## config.mk

```make
export PLATFORM = sky130hd
export DESIGN_NAME = writeback_unit
export DESIGN_NICKNAME = d
export VERILOG_FILES = /design/src/rtl/wb_pkg.sv /design/src/rtl/writeback_unit_load_align.sv /design/src/rtl/writeback_unit.sv
export SDC_FILE = /design/constraint.sdc
export NUM_CORES = 1
export LEC_CHECK = 0
export BUFFER_PORTS_ARGS = -buffer_cell sky130_fd_sc_hd__buf_2
export CAP_MARGIN = 0
export CORE_UTILIZATION = 40
export DETAILED_ROUTE_END_ITERATION = 10
export GPL_TIMING_DRIVEN = 0
export PLACE_DENSITY_LB_ADDON = 0.15
export SYNTH_ARGS = -nofsm -noshare
export SYNTH_HDL_FRONTEND = slang
export SYNTH_HIERARCHICAL = 1
export SYNTH_SLANG_ARGS = --single-unit
```

## constraint.sdc

```tcl
create_clock -name clock -period 6.4 [get_ports clock]
set_input_delay 0 -clock clock [delete_from_list [all_inputs] [get_ports clock]]
set_output_delay 0 -clock clock [all_outputs]
set_load 0.03 [all_outputs]
```

## src/rtl/wb_pkg.sv

```systemverilog
// ----------------------------------------------------------------------------
// wb_pkg: shared load-type encodings and FIFO entry layout for writeback_unit.
// Revision 1.0
// ----------------------------------------------------------------------------
`default_nettype none

package wb_pkg;

  localparam logic [2:0] LB  = 3'b000;
  localparam logic [2:0] LH  = 3'b001;
  localparam logic [2:0] LW  = 3'b010;
  localparam logic [2:0] LBU = 3'b100;
  localparam logic [2:0] LHU = 3'b101;

  typedef struct packed {
    logic [4:0] rd;
    logic [2:0] funct3;
    logic [1:0] off;
  } ld_entry_t;

endpackage

`default_nettype wire

```

## src/rtl/writeback_unit_load_align.sv

```systemverilog
// ----------------------------------------------------------------------------
// load_align: little-endian lane select and sign/zero extension of load data.
// Revision 1.0
// ----------------------------------------------------------------------------
`default_nettype none

module load_align
  import wb_pkg::*;
#(
  parameter int n = 32
) (
  input  logic [n-1:0] mem_rdata,
  input  logic [2:0]   funct3,
  input  logic [1:0]   off,
  output logic [n-1:0] result
);

  logic [7:0]  lane_b;
  logic [15:0] lane_h;

  if (n < 32) begin : g_bad_width
    $error("load_align: n must be at least 32");
  end

  always_comb begin
    lane_b = mem_rdata[{off, 3'b000} +: 8];
    lane_h = off[1] ? mem_rdata[31:16] : mem_rdata[15:0];
    case (funct3)
      LB:      result = {{(n-8){lane_b[7]}}, lane_b};
      LBU:     result = {{(n-8){1'b0}}, lane_b};
      LH:      result = {{(n-16){lane_h[15]}}, lane_h};
      LHU:     result = {{(n-16){1'b0}}, lane_h};
      default: result = mem_rdata;
    endcase
  end

endmodule

`default_nettype wire

```

## src/rtl/writeback_unit.sv

```systemverilog
// ----------------------------------------------------------------------------
// writeback_unit: register-file write port shared by ALU and load results,
// with load FIFO, busy scoreboard and optional WB_STARVE_GUARD_EN. Revision 1.0
// ----------------------------------------------------------------------------
`default_nettype none

module writeback_unit
  import wb_pkg::*;
#(
  parameter int n        = 32,
  parameter int DEPTH    = 4,
  parameter int MAX_WAIT = 3
) (
  input  logic         clock,
  input  logic         reset,
  input  logic         alu_valid,
  input  logic [4:0]   alu_rd,
  input  logic [n-1:0] alu_data,
  output logic         alu_stall,
  input  logic         ld_issue,
  input  logic [4:0]   ld_rd,
  input  logic [2:0]   ld_funct3,
  input  logic [1:0]   ld_off,
  output logic         ld_ready,
  input  logic         mem_rvalid,
  input  logic [n-1:0] mem_rdata,
  output logic         mem_rready,
  output logic         regw,
  output logic [4:0]   waddr,
  output logic [n-1:0] wdata,
  output logic [31:0]  busy
);

  localparam int PW = $clog2(DEPTH);

  if (DEPTH < 2 || (DEPTH & (DEPTH - 1)) != 0) begin : g_bad_depth
    $error("writeback_unit: DEPTH must be a power of two >= 2");
  end
  if (MAX_WAIT < 1) begin : g_bad_max_wait
    $error("writeback_unit: MAX_WAIT must be >= 1");
  end

  ld_entry_t       fifo [DEPTH];
  ld_entry_t       head;
  ld_entry_t       new_entry;
  logic [PW-1:0]   wr_ptr;
  logic [PW-1:0]   rd_ptr;
  logic [PW:0]     count;
  logic [PW-1:0]   slot_off;

  logic            hold_valid;
  logic [4:0]      hold_rd;
  logic [n-1:0]    hold_data;

  logic            push;
  logic            pop;
  logic            hold_prio;
  logic            hold_wr;
  logic            alu_acc;
  logic [n-1:0]    aligned;
  logic [31:0]     busy_d;

  assign head      = fifo[rd_ptr];
  assign new_entry = {ld_rd, ld_funct3, ld_off};
  assign ld_ready  = (count != (PW+1)'(DEPTH));
  assign push      = ld_issue && ld_ready;
  assign pop       = mem_rvalid && mem_rready && (count != '0);

  load_align #(.n(n)) u_align (
    .mem_rdata (mem_rdata),
    .funct3    (head.funct3),
    .off       (head.off),
    .result    (aligned)
  );

`ifdef WB_STARVE_GUARD_EN
  localparam int WW = $clog2(MAX_WAIT + 1);
  logic [WW-1:0] wait_cnt;

  always_ff @(posedge clock) begin
    if (reset) begin
      wait_cnt <= '0;
    end else if (!hold_valid || hold_wr) begin
      wait_cnt <= '0;
    end else if (wait_cnt != WW'(MAX_WAIT)) begin
      wait_cnt <= wait_cnt + 1'b1;
    end
  end

  assign hold_prio = hold_valid && (wait_cnt == WW'(MAX_WAIT));
`else
  assign hold_prio = 1'b0;
`endif

  // hold_wr and alu_acc are mutually exclusive; rd==0 consumes without writing
  always_comb begin
    alu_acc   = alu_valid && !hold_prio;
    hold_wr   = hold_prio || (hold_valid && !alu_valid);
    alu_stall = alu_valid && hold_prio;
    regw      = 1'b0;
    waddr     = '0;
    wdata     = '0;
    if (hold_wr) begin
      if (hold_rd != 5'd0) begin
        regw  = 1'b1;
        waddr = hold_rd;
        wdata = hold_data;
      end
    end else if (alu_acc && alu_rd != 5'd0) begin
      regw  = 1'b1;
      waddr = alu_rd;
      wdata = alu_data;
    end
  end

  assign mem_rready = !hold_valid || hold_wr;

  // Busy is rebuilt from everything still outstanding after this edge
  always_comb begin
    busy_d   = '0;
    slot_off = '0;
    for (int i = 0; i < DEPTH; i++) begin
      slot_off = PW'(i) - rd_ptr;
      if (({1'b0, slot_off} < count) && !(pop && slot_off == '0)) begin
        busy_d[fifo[i].rd] = 1'b1;
      end
    end
    if (push) begin
      busy_d[ld_rd] = 1'b1;
    end
    if (pop) begin
      busy_d[head.rd] = 1'b1;
    end else if (hold_valid && !hold_wr) begin
      busy_d[hold_rd] = 1'b1;
    end
    busy_d[0] = 1'b0;
  end

  always_ff @(posedge clock) begin
    if (push) begin
      fifo[wr_ptr] <= new_entry;
    end
  end

  always_ff @(posedge clock) begin
    if (reset) begin
      wr_ptr     <= '0;
      rd_ptr     <= '0;
      count      <= '0;
      hold_valid <= 1'b0;
      hold_rd    <= '0;
      hold_data  <= '0;
      busy       <= '0;
    end else begin
      if (push) begin
        wr_ptr <= wr_ptr + 1'b1;
      end
      if (pop) begin
        rd_ptr <= rd_ptr + 1'b1;
      end
      case ({push, pop})
        2'b10:   count <= count + 1'b1;
        2'b01:   count <= count - 1'b1;
        default: count <= count;
      endcase
      if (pop) begin
        hold_valid <= 1'b1;
        hold_rd    <= head.rd;
        hold_data  <= aligned;
      end else if (hold_wr) begin
        hold_valid <= 1'b0;
      end
      busy <= busy_d;
    end
  end

endmodule

`default_nettype wire

```

Word level (Yosys, flattened, before mapping)

Memories as Yosys holds them, arrays and structs flattened. A register that Yosys moved wholly into a read port is not among the register bits.
Index checks and enable logic that the tools add are counted.
W data, S select, Z words.

Equality and inequality tests: 6
Reduce and logical (&&, ||, !) cells: 39
Add/subtract/negate cells: 8
Multiplexer cells: 39
Bitwise operators: 6
Magnitude comparators: 18
Shifts and indexed selects: 1

Operators by type and width:

| cell                  | count |
|---|---|
| $mux W32              | 10 |
| $or A32 B32 Y32       | 6 |
| $pmux W32 S4          | 1 |
| $lt A5 B6 Y1 const B  | 7 |
| $demux W1 S5          | 7 |
| $ge A5 B1 Y1 const B  | 7 |
| $shiftx A32 B6 Y8     | 1 |
| $logic_and A1 B1 Y1   | 21 |
| $mux W16              | 1 |
| $mux W5               | 3 |
| $mux W1               | 14 |
| $lt A2 B3 Y1          | 4 |
| $reduce_bool A5 Y1    | 2 |
| $logic_not A2 Y1      | 4 |
| $logic_not A1 Y1      | 7 |
| $eq A3 B3 Y1 const B  | 2 |
| $pmux W3 S2           | 1 |
| $add A2 B1 Y2 const B | 2 |
| $mux W2               | 2 |
| $reduce_bool A2 Y1    | 2 |
| $sub A1 B2 Y2 const A | 2 |
| $sub A2 B2 Y2 const A | 2 |
| $add A3 B1 Y3 const B | 1 |
| $eq A3 B1 Y1 const B  | 1 |
| 7 further kinds       | 7 |

Word-level logic and storage cells: 126
Output and inout bits: 73
Memories kept: 1
Input port bits: 84
Register bits after elaboration: 77
Memory bits (writable): 40

Memories:

| name | depth | width | rd ports | clocked after memory_dff | wr ports | line                 | RTL |
|---|---|---|---|---|---|---|---|
| fifo | 4     | 10    | 5        | 1                        | 1        | writeback_unit.sv:43 | `ld_entry_t fifo [DEPTH];` |

Longest topological paths before layout

Word-level depth: 20
Mapped depth: 12
Gate-level depth less buffers: 9

Modules after synthesis

Netlist, hierarchy kept.

Modules (own cells, without submodules):

| module         | sequential area each (sq um) | times used | area an instance (sq um) | cells an instance |
|---|---|---|---|---|
| writeback_unit | 2,762.6                      | 1          | 6,720.2                  | 776 |
| load_align     | 0.0                          | 1          | 845.8                    | 96 |

Worst setup path before layout

Ideal clock, no wire load.

Kind: register to register
Start: register count[0]
End: register count[2]
Clock period less this slack: 2.593 ns
Setup time: 0.070 ns
Path slack: 3.807 ns
Buffers on the path: 3
Stages on the path, launching flop included: 13
Arrival: 2.523 ns
Data required time: 6.330 ns
Path through: dfxtp_1 > clkbuf_1 > or3_1 > buf_2 > nand2_1 > inv_1 > clkbuf_1 > ha_1 > inv_1 > fa_1 > xor2_1 > or3_1 > a21oi_1

Longest elaborated chain between the ends: 4
Elaborated cells on any way between the ends: 10
Classes of those cells: add/sub: 2; eq/ne: 3; mux: 1; reduce/logical: 4

Ends and longest elaborated chain:

| what                                                     | line                  | RTL |
|---|---|---|
| from (decl)                                              | writeback_unit.sv:48  | `logic [PW:0] count;` |
| from (signal assigned)                                   | writeback_unit.sv:162 | `2'b10: count <= count + 1'b1;` |
| from (signal assigned)                                   | writeback_unit.sv:163 | `2'b01: count <= count - 1'b1;` |
| from (signal assigned)                                   | writeback_unit.sv:164 | `default: count <= count;` |
| $reduce_bool A3 Y1 *                                     | writeback_unit.sv:67  | `assign pop = mem_rvalid && mem_rready && (count != '0);` |
| $logic_and A1 B1 Y1 *                                    | writeback_unit.sv:67  |  |
| via pop                                                  | writeback_unit.sv:56  | `logic pop;` |
| $eq A2 B1 Y1 / $eq A2 B2 Y1 (equally long branches)      | writeback_unit.sv:161 | `case ({push, pop})` |
| $pmux W3 S2 / $reduce_bool A2 Y1 (equally long branches) | -                     |  |

Mark *: on every way through the listed nets, which the timed path passes. The rest lies on a longest branch.
A chain may end at the register's enable or synchronous reset.

Final worst setup path

Start: register hold_valid
End: register count[2]

Longest elaborated chain between the ends: 6
Elaborated cells on any way between the ends: 9
Classes of those cells: eq/ne: 2; mux: 1; reduce/logical: 6

Ends and longest elaborated chain:

| what                                                           | line                                        | RTL |
|---|---|---|
| from (decl)                                                    | writeback_unit.sv:51                        | `logic hold_valid;` |
| from (signal assigned)                                         | writeback_unit.sv:150                       | `hold_valid <= 1'b0;` |
| from (signal assigned)                                         | writeback_unit.sv:167                       | `hold_valid <= 1'b1;` |
| from (signal assigned)                                         | writeback_unit.sv:171                       | `hold_valid <= 1'b0;` |
| $logic_not A1 Y1 / $logic_and A1 B1 Y1 (equally long branches) | writeback_unit.sv:116, writeback_unit.sv:98 |  |
| $logic_or A1 B1 Y1 *                                           | writeback_unit.sv:116                       | `assign mem_rready = !hold_valid \|\| hold_wr;` |
| $logic_and A1 B1 Y1 * (2 in a row)                             | writeback_unit.sv:67                        |  |
| via pop                                                        | writeback_unit.sv:56                        |  |
| $eq A2 B1 Y1 / $eq A2 B2 Y1 (equally long branches)            | writeback_unit.sv:161                       |  |
| $pmux W3 S2 / $reduce_bool A2 Y1 (equally long branches)       | -                                           |  |

Marks and branches as above.

==> flow_summary.ini <==
[timing]
rsz0062_at_grt = no
whs_ps = 4.56
min_period_ps = 3380
setup_viol = 0
slew_headroom_pct = 5.40
drv_slew = 0
fmax_mhz = 296
fin_setup_tns_ps = 0
min_period_over_period_pct = 52.8
skew_ps = 9.20
tightestPinTransition_ps = 1420
finalHoldViolations = 0

[layout]
fin_nets = 1175
layout-drive-gt1-share_pct = 21.2
design_area_um2 = 9520
fin_util_pct = 52.1
syn_to_final_growth_pct = 25.8
diodes = 0

[clock_tree]
htree_num_levels = 4
clkSinkCount = 118
clkLatencyLatePin_ps = 430
post_cts_buffers = 0
cts.clk_slew.worst_paths_ps = 60
cts-root-buf = clkbuf_16
cts_made_buffers = 17
clk_path_buf_depth = 2
cts_tree = done

[critical_path]
criticalPathCategory = reg2reg
cp.arrival_ps = 3730
crit_path_start_kind = flop
endpoint_kind = flop
worstRegToRegCells = 11
required_ps = 6750
path_max_fanout = 10

[synthesis]
synth_fa_ha_area_share_pct = 2.41
synth_top_family_by_area = compound AO/OA/AOI/OAI gates
syn_avg_cell_area_um2 = 8.68
synthMuxAreaShare_pct = 4.96
syn_inst = 872
yosysMostFrequentCell = nand2_1
synth_xor_area_share_pct = 0.463
synth_common_cells = 129 x nand2_1, 78 x dfxtp_1, 62 x clkbuf_1, 52 x a21oi_1, 50 x nor2_1
synth_cell_types = 73
synth.cell_area_um2 = 7570
synth-edff-count = 40
synth_top_cell_by_area = dfxtp_1
synth_area_leaders = dfxtp_1 21%, edfxtp_1 16%, nand2_1 6.4%, a22o_1 3.9%, a21oi_1 3.4%
synthArstFlopShare_pct = 0
yosys_warnings = 6
synth-compound-area-share_pct = 25.8
ys_seq_elements = 118
synth-simple-area-share_pct = 24.1
yosysSeqAreaShare_pct = 36.5
synthFlopType = dfxtp_1
netlist.area_leader.share_pct = 20.6

[global_route]
grt_overflow = 0
grt_pass1_wl_um = 43900
antenna_found_initial = 1
grt_max_degree = 17
grtUsageMet2_pct = 43.5
grt_pass1_vias = 7446
top_usage_layer = met2
grt_usage_pct = 29.9
grt.met1_usage_pct = 42.1
use_met3_pct = 9.22

[power]
p_per_area_nw_per_um2 = 384
switching_share_pct = 44.0
comb_power_share_pct = 47.4
p_seq_share_pct = 27.1
clockPowerShare_pct = 25.5
intPower_w = 0.00205
p_leak_nw = 3.52
switchingPower_w = 0.00161
ir_drop_uv = 303

[floorplan]
core_um2 = 18300
die_area_um2 = 19500
rows = 49
ios = 157
dieHeight_um = 140
initial_core_util_pct = 41.4
die_w_um = 140

[drt]
vias = 8093
post-route-drc-count = 0
wl_per_cell_um = 22.0
viasPerCell = 6.14
drtPass1Iterations = 8
antenna_left = 0
routed_wl_um = 29000
drt-initial-drc-count = 1023

[placed_design]
port_buffers = 152
gp_congestion = 0.981
place_hpwl_um = 21400
place_area_um2 = 8620

[flow_run]
drv_cap = 0

[worst_hold_path]
hold_class = in2reg
hold_path_depth = 4

[run_status]
outcome = complete, no violations
## cell type report
| type | instances | area, um2 |
|---|---|---|
| Buffer | 83 | 367 |
| Clock buffer | 17 | 425 |
| Clock inverter | 15 | 145 |
| Fill cell | 1766 | 8750 |
| Inverter | 17 | 63.8 |
| Multi-Input combinational cell | 655 | 4380 |
| Sequential cell | 118 | 2760 |
| Tap cell | 229 | 287 |
| Timing Repair Buffer | 185 | 1090 |
## power by group through the flow
stage / registers [W] / clock network, W / logic [W]
global placement: 0.00100 / 0 / 0.00167
detailed placement: 0.00100 / 0 / 0.00166
CTS: 0.000988 / 0.000940 / 0.00168
global route: 0.00100 / 0.000976 / 0.00185
floorplan: 0.00102 / 0 / 0.00116
finish: 0.000989 / 0.000931 / 0.00173
## worst max-delay path, stage by stage (launching register included)
cell	delay (ps)
dfxtp_1	310
a21boi_0	410
clkbuf_1	390
nand2_1	250
inv_1	210
clkbuf_1	410
ha_1	280
inv_1	60
fa_1	380
xor2_1	150
or3_1	300
a21oi_1	140
## through the flow
stage	total power, W	worst slack [ps]	std cells
global route	0.00383	2840	1319
detailed placement	0.00266	3110	1254
finish	0.00365	3020	1319
CTS	0.00361	3070	1319
floorplan	0.00217	3810	873
global placement	0.00267	3150	1254
## flip-flops by register name, indices dropped and copies added (netlist names), named ones only
signal / cells
fifo: 40
hold_data: 32
busy: 31
hold_rd: 5
count: 3
rd_ptr: 2
wr_ptr: 2
hold_valid: 1
## routing by layer
metal  up-vias  wire [um]  share of wire [%]
met3        73       3230                 11
met4         2        608                2.1
met5         -         13              0.045
met2       507      12300                 42
met1      3791      12900                 44
li1       3720          -                  -
## path summary, 6_finish.rpt
path / startpoint / slack (ps) / endpoint
worst max-delay path: hold_valid / 3020 / count[2]
worst min-delay path: mem_rdata[0] / 5 / hold_data[0]
worst max register to register: hold_valid / 3020 / count[2]
worst min register to register: hold_data[13] / 450 / hold_data[13]
## logic make-up after synthesis
group	count (synthesis)
buffers and inverters	100
muxes	21
AOI/OAI and AO/OA	252
adders and majority gates	14
DFF	118
xor gates and xnor gates	4
and+or+nand+nor	362
other	1
## timing repair
action / in CTS / in global routing
hold buffers: 33 / 0
gates resized for setup: 0 / 0
hold endpoints to repair: 63 / 0
## cells in the final DEF (no fill, tap or decap), drive strengths merged, types with 8 or more instances in the layout
master,instances
inv,22
edfxtp,40
or3,8
o22ai,21
dfxtp,78
a31oi,35
clkbuf,79
nand3,41
a311oi,11
nand2b,11
a41oi,19
a21oi,52
a22o,34
ha,13
o21ai,9
nand4,11
a211oi,8
dlygate4sd3,33
nand2,129
and2,16
nor3,13
a2bb2oi,21
nor2,50
nor2b,28
buf,173
mux4,10
and3,10
Note: power is estimated with default switching activity, not from simulation.
